--- config.mk ---
export PLATFORM = sky130hd
export DESIGN_NAME = add_pipe_nbits
export DESIGN_NICKNAME = d
export VERILOG_FILES = /design/src/rtl/add_pipe_nbits.sv
export SDC_FILE = /design/constraint.sdc
export NUM_CORES = 1
export LEC_CHECK = 0
export CAP_MARGIN = 20
export CORE_UTILIZATION = 35
export DETAILED_ROUTE_END_ITERATION = 16
export SYNTH_ARGS = -nofsm -noshare
export SYNTH_HDL_FRONTEND = slang
export SYNTH_SLANG_ARGS = --single-unit
--- constraint.sdc ---
create_clock -name i_clk -period 2.9 [get_ports i_clk]
set_input_delay 0.435 -clock i_clk [delete_from_list [all_inputs] [get_ports i_clk]]
set_output_delay 0.435 -clock i_clk [all_outputs]
set_load 0.02 [all_outputs]
--- src/rtl/add_pipe_nbits.sv ---
// Pipelined WIDTH-bit adder/subtractor for the mantissa datapath.
// The operation is split into SEG_WIDTH-bit segments, one segment per stage,
// with the carry between segments registered. Operand bits that are not yet
// summed ride forward in skew registers. Result bits that are already summed
// ride forward in deskew registers, so the last stage presents an aligned
// result. A single advance enable stalls the whole pipeline when the output
// is held.
module add_pipe_nbits #(
   parameter int WIDTH     = 36,
   parameter int SEG_WIDTH = 12
) (
   input  logic             i_clk,
   input  logic             i_rst,
   input  logic             i_valid,
   output logic             o_ready,
   input  logic [WIDTH-1:0] i_data_one,
   input  logic [WIDTH-1:0] i_data_two,
   input  logic             i_carry,
   input  logic             i_sub,
   output logic             o_valid,
   input  logic             i_ready,
   output logic [WIDTH-1:0] o_data,
   output logic             o_carry
);

   // Number of segments; this is also the latency in cycles.
   localparam int NSEG = (WIDTH + SEG_WIDTH - 1) / SEG_WIDTH;

   // The pipeline advances whenever the output slot is empty or is being
   // drained this cycle.
   logic en;

   for (genvar gi = 0; gi < NSEG; gi++) begin : g_stage
      // LO is the first bit this stage sums, and SW is its segment width.
      // The last segment is narrower when WIDTH is not a multiple of SEG_WIDTH.
      localparam int LO   = gi * SEG_WIDTH;
      localparam int SW   = ((WIDTH - LO) < SEG_WIDTH) ? (WIDTH - LO) : SEG_WIDTH;
      // IN_W counts the operand bits still unsummed on entry to this stage.
      localparam int IN_W = WIDTH - LO;
      // REM counts the operand bits still unsummed after this stage.
      localparam int REM  = IN_W - SW;
      // DONE counts the result bits that are complete after this stage.
      localparam int DONE = LO + SW;

      logic [IN_W-1:0] opa_in;
      logic [IN_W-1:0] opb_in;
      logic            carry_in;
      logic            valid_in;
      logic [SW:0]     seg_sum;
      logic [DONE-1:0] sum_next;

      logic            valid_reg;
      logic            carry_reg;
      logic [DONE-1:0] sum_reg;

      if (gi == 0) begin : g_head
         // Fold the mode in once at the entry. B is inverted for subtract,
         // and the borrow-in becomes a carry-in. Only i_carry and i_sub
         // feed the carry into stage 0.
         assign opa_in   = i_data_one;
         assign opb_in   = i_data_two ^ {WIDTH{i_sub}};
         assign carry_in = i_carry ^ i_sub;
         assign valid_in = i_valid;
         assign sum_next = seg_sum[SW-1:0];
      end else begin : g_body
         // Take the unsummed operands, the carry and the finished low
         // result bits from the previous stage.
         assign opa_in   = g_stage[gi-1].g_skew.opa_reg;
         assign opb_in   = g_stage[gi-1].g_skew.opb_reg;
         assign carry_in = g_stage[gi-1].carry_reg;
         assign valid_in = g_stage[gi-1].valid_reg;
         assign sum_next = {seg_sum[SW-1:0], g_stage[gi-1].sum_reg};
      end

      // Sum this stage's segment with the carry from the previous stage.
      assign seg_sum = {1'b0, opa_in[SW-1:0]}
                     + {1'b0, opb_in[SW-1:0]}
                     + {{SW{1'b0}}, carry_in};

      // Stage register: valid, carry and deskewed result.
      // All of it holds when the pipeline is stalled.
      always_ff @(posedge i_clk) begin
         if (i_rst) begin
            valid_reg <= 1'b0;
            carry_reg <= 1'b0;
            sum_reg   <= '0;
         end else if (en) begin
            valid_reg <= valid_in;
            carry_reg <= seg_sum[SW];
            sum_reg   <= sum_next;
         end
      end

      if (REM > 0) begin : g_skew
         logic [REM-1:0] opa_reg;
         logic [REM-1:0] opb_reg;

         // Skew register: carry the operand bits that are still unsummed
         // forward to the next stage.
         always_ff @(posedge i_clk) begin
            if (i_rst) begin
               opa_reg <= '0;
               opb_reg <= '0;
            end else if (en) begin
               opa_reg <= opa_in[IN_W-1:SW];
               opb_reg <= opb_in[IN_W-1:SW];
            end
         end
      end
   end

   // The last stage drives the outputs directly.
   assign o_valid = g_stage[NSEG-1].valid_reg;
   assign o_data  = g_stage[NSEG-1].sum_reg;
   assign o_carry = g_stage[NSEG-1].carry_reg;

   // o_ready does not depend on i_valid.
   assign en      = !o_valid || i_ready;
   assign o_ready = en;

endmodule

==> results of run 1 <==
[layout make-up]
| type | count | area (µm²) |
|---|---|---|
| Clock buffer | 18 | 439.2 |
| Clock inverter | 14 | 246.5 |
| Fill cell | 1935 | 10060 |
| Inverter | 13 | 51.30 |
| Multi-Input combinational cell | 622 | 3635 |
| Sequential cell | 150 | 3003 |
| Tap cell | 260 | 325.3 |
| Timing Repair Buffer | 127 | 1261 |
[metrics by stage]
stage	hold slack, ps	setup slack, ps	instances
6_report	444.9	407.0	1204
5_1_grt	448.3	271.9	1204
4_1_cts	436.7	410.8	1204
3_5_place_dp	443.7	-25.21	1172
3_3_place_gp	436.9	6.070	1172
2_1_floorplan	424.9	50.28	837
[power groups by stage]
stage	Sequential [mW]	Combinational [mW]	Clock (mW)
floorplan	2.40	0.527	0
detailed placement	2.38	0.877	0
global placement	2.38	0.873	0
CTS	2.34	0.886	2.60
finish	2.34	0.875	2.56
global route	2.36	0.980	2.69
[cells by family after synthesis]
family | Yosys count | share of synthesized area [%]
fa+ha+maj | 39 | 7.739
simple gates | 306 | 18.26
compound gates | 218 | 19.13
flops | 150 | 43.60
buf+inv | 65 | 3.742
xor+xnor | 57 | 7.248
mux | 2 | 0.2907
[worst min-delay path by stage]
stage                     depth (start not counted)  slack, ps                            to
final                                             2        440  g_stage[1].g_skew.opa_reg[4]
after global placement                            2        440                     o_data[5]
after global routing                              2        450  g_stage[1].g_skew.opb_reg[3]
after floorplan                                   2        420         g_stage[0].sum_reg[8]
after detailed placement                          2        440         g_stage[0].sum_reg[2]
after CTS                                         2        440  g_stage[1].g_skew.opa_reg[4]
[routing by layer]
layer / vias up / GRT usage [%]
met4: 0 / 4.867
met2: 101 / 25.67
met1: 2645 / 22.73
met3: 12 / 4.509
met5: - / 0
li1: 3043 / -
[layout by cell type (no fill, tap or decap), types with 3 or more instances in the layout]
| cell | instances |
|---|---|
| clkinvlp_4 | 3 |
| clkdlybuf4s50_1 | 114 |
| nand3_1 | 5 |
| a31oi_1 | 5 |
| o211ai_1 | 5 |
| dfxtp_1 | 150 |
| nor4b_1 | 3 |
| inv_1 | 12 |
| nand2_1 | 223 |
| xnor2_1 | 36 |
| and4_1 | 3 |
| a211oi_1 | 29 |
| buf_4 | 10 |
| a21o_1 | 7 |
| nor2_1 | 45 |
| o21ai_0 | 16 |
| a21oi_1 | 125 |
| ha_1 | 33 |
| fa_1 | 6 |
| nor3_1 | 5 |
| o21bai_1 | 3 |
| a32oi_1 | 3 |
| xor2_1 | 21 |
| clkbuf_16 | 17 |
| clkinv_4 | 3 |
| bufinv_16 | 6 |
| o21a_1 | 5 |
| nor2b_1 | 6 |
==> impl_metrics.sql, run 1 <==
INSERT INTO impl_metrics (metric_group, metric, value, unit) VALUES
('grt', 'antenna_violations_before_repair', '0', ''),
('power_and_ir_drop', 'report.power.total', '5.772', 'mW'),
('synth', 'post-synth-top-area-cell', 'dfxtp_1', ''),
('synth', 'yosys_warnings', '0', ''),
('timing', 'worst_pin_slew', '789.3', 'ps'),
('grt', 'grt_max_degree', '122', ''),
('synth', 'post_synthesis_instance_area', '0.006888', 'mm²'),
('worst_setup_path', 'timing.critical_path.max_delay_family', 'compound AO/OA/AOI/OAI gates', ''),
('synth', 'synthDistinctLibCells', '54', ''),
('synth', 'async_reset_ff_share', '0', '%'),
('power_and_ir_drop', 'vdd_drop_max', '0.3981', 'mV'),
('clock_network', 'cts_buffer_count', '17', ''),
('synth', 'ys_seq_area_share', '43.60', '%'),
('routing', 'drt.antenna.violating_nets', '0', ''),
('worst_setup_path', 'ff2ff_setup_slack', '440', 'ps'),
('power_and_ir_drop', 'cell_internal_pwr', '4.320', 'mW'),
('clock_network', 'cts.repair_timing.setup_buffer_count', '0', ''),
('clock_network', 'cts_sinks', '150', ''),
('synth', 'synthMostInstantiatedCell', 'nand2_1', ''),
('worst_setup_path', 'cp_data_required_time', '3190', 'ps'),
('synth', 'synthTopCellsByCount', 'nand2_1, dfxtp_1, a21oi_1', ''),
('grt', 'grt.overflow.total', '0', ''),
('timing', 'timing.max_slew.rel_slack', '47.19', '%'),
('synth', 'synth_ff_type', 'dfxtp_1', ''),
('routing', 'detail_route.wirelength', '16.17', 'mm'),
('synth', 'synth.net_count', '954', ''),
('worst_setup_path', 'cp_slowest_stage_delay', '420', 'ps'),
('worst_setup_path', 'classification_of_the_worst_setup_path', 'input port to register', ''),
('power_and_ir_drop', 'power.switching_fraction', '25.16', '%'),
('grt', 'grt_pass1_wl', '26.74', 'mm'),
('clock_network', 'clk_root_buffer_cell', 'clkbuf_16', ''),
('worst_setup_path', 'critPathMaxFanout', '3', ''),
('final_layout', 'num_antenna_cells', '0', ''),
('place', 'gp_congestion', '0.8185', ''),
('power_and_ir_drop', 'p_leak', '3.535', 'nW'),
('final_layout', 'syn_to_final_growth', '30.10', '%'),
('synth', 'syn-mean-instance-area', '8.229', 'µm²'),
('grt', 'grt_use_total', '16.69', '%'),
('worst_setup_path', 'timing.critical_path.from_type', 'input port', ''),
('place', 'dpl_cell_area', '0.008275', 'mm²'),
('synth', 'postSynthRegisterBits', '150', ''),
('synth', 'synth-edff-count', '0', ''),
('worst_setup_path', 'reg2regPathDepth', '8', ''),
('floorplan', 'ios', '117', ''),
('power_and_ir_drop', 'cellPowerDensity', '644.2', 'mW/mm²'),
('timing', 'slew_viol_final', '0', ''),
('worst_setup_path', 'buffers_plus_inverters_on_the_worst_setup_path', '3', ''),
('power_and_ir_drop', 'seq_power_share', '40.5', '%'),
('timing', 'hold_violations', '0', ''),
('floorplan', 'dieHeight', '142.3', 'µm'),
('routing', 'remaining_drc_errors', '0', ''),
('run', 'drv.max_cap_violation_count', '0', ''),
('routing', 'met2RoutedLength', '7.126', 'mm'),
('final_layout', 'fin_area', '0.008961', 'mm²'),
('power_and_ir_drop', 'clk_network_pwr_share', '44.3', '%'),
('worst_setup_path', 'critPathArrivalTime', '2790', 'ps'),
('routing', 'vias', '5801', ''),
('clock_network', 'tritoncts', 'yes', ''),
('timing', 'grt_setup_unrepaired', 'no', ''),
('power_and_ir_drop', 'combinational_group_share_of_total_power', '15.2', '%'),
('worst_setup_path', 'endpoint_kind', 'register', ''),
('final_layout', 'num-nets-final', '1048', ''),
('synth', 'yosys-top-cells-area', 'dfxtp_1, nand2_1, a21oi_1', ''),
('routing', 'drt_pre_antenna_iters', '4', ''),
('status', 'status', 'finished, final reports clean', ''),
('grt', 'vias_in_the_first_global_route', '5440', ''),
('min_path', 'hold_class', 'input port to register', ''),
('routing', 'detail_route.wirelength.met1', '8.076', 'mm'),
('floorplan', 'initial_utilization', '36.22', '%'),
('min_path', 'min-delay-start', 'i_rst', ''),
('worst_setup_path', 'crit_path_end', 'g_stage[0].sum_reg[8]', '');
Power figures use the tool's default switching activity.
==> run 2: changes to the inputs <==
--- a/config.mk
+++ b/config.mk
@@ -7,7 +7,9 @@
 export LEC_CHECK = 0
 export CAP_MARGIN = 20
 export CORE_UTILIZATION = 35
+export CTS_CLUSTER_DIAMETER = 120
 export DETAILED_ROUTE_END_ITERATION = 16
+export SLEW_MARGIN = 5
 export SYNTH_ARGS = -nofsm -noshare
 export SYNTH_HDL_FRONTEND = slang
 export SYNTH_SLANG_ARGS = --single-unit
==> results of run 2 <==
The final DEF is identical to that of run 1; final timing and power are the same.
